`config.mk`:
```
export PLATFORM = sky130hd
export DESIGN_NAME = i2c_byte_master
export DESIGN_NICKNAME = d
export VERILOG_FILES = /design/src/rtl/i2c_byte_master.sv
export SDC_FILE = /design/constraint.sdc
export NUM_CORES = 1
export LEC_CHECK = 0
export ABC_AREA = 1
export CAP_MARGIN = 25
export CORE_UTILIZATION = 40
export CTS_CLUSTER_SIZE = 14
export DETAILED_ROUTE_END_ITERATION = 6
export PLACE_DENSITY = 0.59
export SYNTH_ARGS = -nofsm -noshare
export SYNTH_HDL_FRONTEND = slang
export SYNTH_SLANG_ARGS = --single-unit
```
`constraint.sdc`:
```
create_clock -name clk -period 2.95 [get_ports clk]
set_input_delay 0.295 -clock clk [delete_from_list [all_inputs] [get_ports clk]]
set_output_delay 0.295 -clock clk [all_outputs]
set_load 0.01 [all_outputs]
```
`src/rtl/i2c_byte_master.sv`:
```
// i2c_byte_master: byte-level open-drain I2C master.
// Produces START, repeated START and STOP. Sends and receives bytes MSB first.
// Ports:
//   clk, reset    : clock and asynchronous active-high reset
//   start         : active-low request
//   send, receive : command levels from the sequencer
//   datasend      : byte to transmit
//   sended        : asserted while the master waits for the next command
//   datareceive   : last byte read from the slave
//   received      : strobe marking a newly read byte
//   sda_in        : SDA pin level
//   sda_oe/scl_oe : 1 pulls the pin low, 0 releases it
//   busy, ack_err, state_out : status outputs
module i2c_byte_master #(
  parameter int CLK_DIV = 8
) (
  input  logic       clk,
  input  logic       reset,
  input  logic       start,
  input  logic       send,
  input  logic [7:0] datasend,
  output logic       sended,
  input  logic       receive,
  output logic [7:0] datareceive,
  output logic       received,
  input  logic       sda_in,
  output logic       sda_oe,
  output logic       scl_oe,
  output logic       busy,
  output logic       ack_err,
  output logic [3:0] state_out
);

  typedef enum logic [3:0] {
    S_IDLE    = 4'd0,
    S_START   = 4'd1,
    S_WRITE   = 4'd2,
    S_WACK    = 4'd3,
    S_DECIDE  = 4'd4,
    S_RESTART = 4'd5,
    S_READ    = 4'd6,
    S_RACK    = 4'd7,
    S_STOP    = 4'd8
  } state_t;

  localparam logic [7:0] QMAX = 8'(CLK_DIV - 1);
  localparam logic [7:0] RLEN = 8'(CLK_DIV);

  state_t     state, nxt;
  logic [7:0] qcnt;
  logic [1:0] tcnt;
  logic [1:0] fin;
  logic [2:0] bcnt;
  logic [7:0] sreg;
  logic [7:0] rcnt;
  logic       rw;
  logic       nack;
  logic       ackr;
  logic       sda_m;
  logic       sda_s;
  logic       start_q;
  logic       tend;
  logic       last;
  logic       bit_lo;
  logic       accept;
  logic       load;
  logic       bit_end;
  logic       cap;

  // tend: final clk of a tick; last: final clk of the state
  assign tend    = (qcnt == QMAX);
  assign last    = tend && (tcnt == fin);
  assign bit_lo  = (tcnt == 2'd0) || (tcnt == 2'd3);
  // Falling edge of start: a long low level is one request
  assign accept  = (state == S_IDLE) && !start && start_q;
  assign bit_end = (state == S_WRITE || state == S_READ)
                   && tend && (tcnt == 2'd3);
  assign cap     = (state == S_READ) && tend
                   && (tcnt == 2'd1) && (bcnt == 3'd0);

  assign busy      = (state != S_IDLE);
  assign state_out = state;

  always_comb begin
    fin = 2'd3;
    unique case (state)
      S_START, S_STOP: fin = 2'd2;
      S_DECIDE:        fin = 2'd1;
      default:         fin = 2'd3;
    endcase
  end

  always_ff @(posedge clk or posedge reset) begin
    if (reset) state <= S_IDLE;
    else       state <= nxt;
  end

  always_comb begin
    nxt    = state;
    scl_oe = 1'b0;
    sda_oe = 1'b0;
    sended = 1'b0;
    load   = 1'b0;
    unique case (state)
      S_IDLE: begin
        if (accept) nxt = S_START;
      end
      S_START: begin
        sda_oe = 1'b1;
        scl_oe = (tcnt == 2'd2);
        if (last) begin
          load = 1'b1;
          nxt  = S_WRITE;
        end
      end
      S_WRITE: begin
        sda_oe = ~sreg[7];
        scl_oe = bit_lo;
        if (last && bcnt == 3'd0) nxt = S_WACK;
      end
      S_WACK: begin
        scl_oe = bit_lo;
        if (last) begin
          if (nack)    nxt = S_STOP;
          else if (rw) nxt = S_READ;
          else         nxt = S_DECIDE;
        end
      end
      S_DECIDE: begin
        scl_oe = 1'b1;
        sended = 1'b1;
        if (last) begin
          if (send) begin
            load = 1'b1;
            nxt  = S_WRITE;
          end else if (receive) begin
            nxt = S_RESTART;
          end else begin
            nxt = S_STOP;
          end
        end
      end
      S_RESTART: begin
        sda_oe = (tcnt != 2'd0);
        scl_oe = (tcnt == 2'd3);
        if (last) begin
          load = 1'b1;
          nxt  = S_WRITE;
        end
      end
      S_READ: begin
        scl_oe = bit_lo;
        if (last && bcnt == 3'd0) nxt = S_RACK;
      end
      S_RACK: begin
        sda_oe = ackr;
        scl_oe = bit_lo;
        if (last) nxt = ackr ? S_READ : S_STOP;
      end
      S_STOP: begin
        sda_oe = (tcnt != 2'd2);
        scl_oe = (tcnt == 2'd0);
        if (last) nxt = S_IDLE;
      end
      default: nxt = S_IDLE;
    endcase
  end

  always_ff @(posedge clk or posedge reset) begin
    if (reset) begin
      qcnt        <= '0;
      tcnt        <= '0;
      bcnt        <= 3'd7;
      sreg        <= '0;
      rcnt        <= '0;
      rw          <= 1'b0;
      nack        <= 1'b0;
      ackr        <= 1'b0;
      sda_m       <= 1'b0;
      sda_s       <= 1'b0;
      start_q     <= 1'b0;
      ack_err     <= 1'b0;
      datareceive <= '0;
      received    <= 1'b0;
    end else begin
      sda_m   <= sda_in;
      sda_s   <= sda_m;
      start_q <= start;
      if (state == S_IDLE) begin
        qcnt <= '0;
        tcnt <= '0;
        bcnt <= 3'd7;
      end else if (tend) begin
        qcnt <= '0;
        tcnt <= last ? 2'd0 : tcnt + 2'd1;
      end else begin
        qcnt <= qcnt + 8'd1;
      end
      if (bit_end) bcnt <= (bcnt == 3'd0) ? 3'd7 : bcnt - 3'd1;
      if (accept)
        ack_err <= 1'b0;
      else if (state == S_WACK && last && nack)
        ack_err <= 1'b1;
      if (load) begin
        sreg <= datasend;
        rw   <= datasend[0];
      end else if (state == S_WRITE && tend && tcnt == 2'd3) begin
        sreg <= {sreg[6:0], 1'b0};
      end else if (state == S_READ && tend && tcnt == 2'd1) begin
        sreg <= {sreg[6:0], sda_s};
      end
      if (state == S_WACK && tend && tcnt == 2'd1) nack <= sda_s;
      if (state == S_RACK && qcnt == 8'd0 && tcnt == 2'd0)
        ackr <= receive;
      if (cap) datareceive <= {sreg[6:0], sda_s};
      // received follows the capture by one clk and lasts one tick
      if (cap)              rcnt <= RLEN;
      else if (rcnt != 8'd0) rcnt <= rcnt - 8'd1;
      received <= (rcnt != 8'd0);
    end
  end

endmodule

```
==> reports/results.ini <==
[clock_tree]
h-tree-depth = 2
numCtsBuffers = 5
cts_sinks = 49
clk_path_buf_depth = 2
tritoncts = built
cts_resized = 0
cts_setup_buffers = 0
cts_root_buf = clkbuf_8
clk-insertion-delay-late_ns = 0.31
clk_pin_slew_ns = 0.10
postCtsHoldBufs = 0

[yosys]
yosys.area.top_type = dfrtp_1
syn_area_mm2 = 0.002723
avgSynthCellArea_um2 = 7.584
synth.ff_latch_count = 49
syn_nets = 382
synth_top_area_share_pct = 42.28
synth-seq-area-share_pct = 45.17
synth_cell_type_count = 33
synthTopCellsByArea = dfrtp_1, nand2_1, inv_1
synth_cells = 359
synth-warning-count = 0

[power]
p_total_mw = 2.021
vdd_drop_max_v = 0.0004373
p_leak_nw = 1.685
power_density_mw_per_mm2 = 630.3

[drt]
avgRoutedWirePerCell_um = 12.81
dr.first_iter.drc_count = 111
dr_total_vias = 2333
post-route-drc-count = 0
wl_mm = 6.074
dr.pass1.iters = 4
viasPerCell = 4.922
antenna_left = 0

[critical_path]
crit_path_start_kind = register
cpMaxStageDelayCell = clkdlybuf4s50_1
critPathMaxFanout = 7
r2r_start = qcnt[0]
cp_top_family = buffers and inverters
critical_path_buf_inv_count = 3
slowest_delay_ns = 0.56
cp_cell_sequence = nor2_2 -> inv_1 -> nor2_1 -> inv_1 -> o21ai_0 -> a21oi_1 -> o221ai_1 -> clkdlybuf4s50_1
crit_type = register to primary output
cp-startpoint = state_out[3]
endpoint_kind = primary output
crit_arrival_ns = 2.21
cpMostUsedCell = inv_1
critPathRequiredTime_ns = 2.65

[placement]
dp.final_hpwl_mm = 4.591
placed_area_mm2 = 0.003120
dp.cells = 466
place_ws_ns = 0.8208
place_congestion = 0.8318
port_buffers = 31

[finish]
diodes = 0
final_cell_mix = nand2_1, inv_1, dfrtp_1, nand3_1, nor2_1
fill_cells = 645
seq_area_mm2 = 0.001230
finalNetCount = 419
utilization_pct = 49.65
drive_above_1_share_pct = 7.809
final_cells = 474
syn_to_final_growth_pct = 17.79
mostFrequentLayoutCell = nand2_1
multi_input_area_mm2 = 0.001195
post-route-cell-area_mm2 = 0.003207

[timing]
fin_ws_ns = 0.4473
holdWs_ns = 0.1858
fin_skew_ns = 0.004876
setup_violations = 0
period_share_pct = 84.84
drv_slew = 0
final_hold_viol_count = 0
rsz0062_at_grt = false
fin_crit_ns = 2.503
fmax_ghz = 0.3996
tightest_slew_ns = 0.4535
final.setup.tns_ns = 0
maxSlewHeadroom_pct = 69.44

[global_routing]
grt_max_degree = 24
grt_usage_pct = 18.21
overflow = 0
grt_pass1_wl_mm = 10.36
grt_pass1_vias = 2201
antenna_found_initial = 0

[die]
die_h_um = 84.50
start_util_pct = 42.15
die_area_mm2 = 0.007140
core_mm2 = 0.006459
rows = 29
io_pins = 32
fp.dieW_um = 84.50

[status]
outcome = completed

[hold_path]
hold_class = primary input to asynchronous set/reset pin

[job]
max_cap_violations = 0

[registers in the layout (all words and copies together) (netlist names)]
register	count
rcnt	8
ackr	1
received	1
sreg	8
state_out	4
sda_m	1
ack_err	1
sda_s	1
bcnt	3
rw	1
qcnt	8
start_q	1
datareceive	8
nack	1
tcnt	2
[worst paths after layout]
path                       slack (ns)  depth (start not counted)      endpoint
setup / recovery                 0.45                          8        sda_oe
hold / removal                   0.19                          2      received
setup reg to reg                 0.82                         12  state_out[1]
hold reg to reg                  0.36                          0         sda_s
max in group asynchronous        2.21                          3       bcnt[2]
min in group clk                 0.36                          0         sda_s
[cell usage after synthesis]
| cell | number |
|---|---|
| nor3_1 | 6 |
| inv_2 | 4 |
| nor2_2 | 5 |
| o2111ai_1 | 1 |
| o221ai_1 | 1 |
| dfrtp_1 | 46 |
| a21oi_2 | 1 |
| dfstp_2 | 3 |
| nand4_1 | 4 |
| nor2_4 | 1 |
| o22ai_1 | 1 |
| nor2_1 | 34 |
| nand3b_1 | 3 |
| xor2_1 | 2 |
| nand3_4 | 1 |
| buf_6 | 1 |
| ha_1 | 9 |
| o31ai_1 | 1 |
| inv_1 | 69 |
| nor3b_1 | 1 |
| buf_4 | 1 |
| nand2_2 | 4 |
| o21ai_4 | 1 |
| o21ai_1 | 1 |
| o211ai_1 | 1 |
| buf_2 | 1 |
| nand4_2 | 1 |
| nand3_1 | 43 |
| a21oi_1 | 10 |
| xnor2_1 | 2 |
| o21ai_0 | 18 |
| a31oi_1 | 2 |
| nand2_1 | 80 |
[kinds of logic after synthesis]
group,synth area share [%]
adder cells (fa/ha/maj),4.136
buffers and inverters,10.94
XOR/XNOR,1.287
AND/OR/NAND/NOR,30.33
AO/OA/AOI/OAI,8.135
flip-flops,45.17
[power breakdown]
group	leakage (nW)	internal, mW	total [mW]	switching, mW
sequential	0.659	0.741	0.817	0.0759
clock	0.0456	0.170	0.412	0.242
combinational	0.981	0.296	0.793	0.497
[cell type report]
type                       count  share of cell area [%]
sequential                    49                   38.35
multi-input combinational    234                   37.26
timing repair buffer          33                   10.14
inverter                      73                   8.545
tap                           77                   3.004
clock buffer                   6                   2.263
clock inverter                 2                  0.4292
[layer usage]
layer  GRT usage, %  vias up  routed length, um
met4          4.931        0                 72
met2          28.90       39               2766
li1               -     1205                  -
met3          3.245        6                182
met1          25.74     1083               3053
met5              0        -                  0
Power figures use the tool's default switching activity.
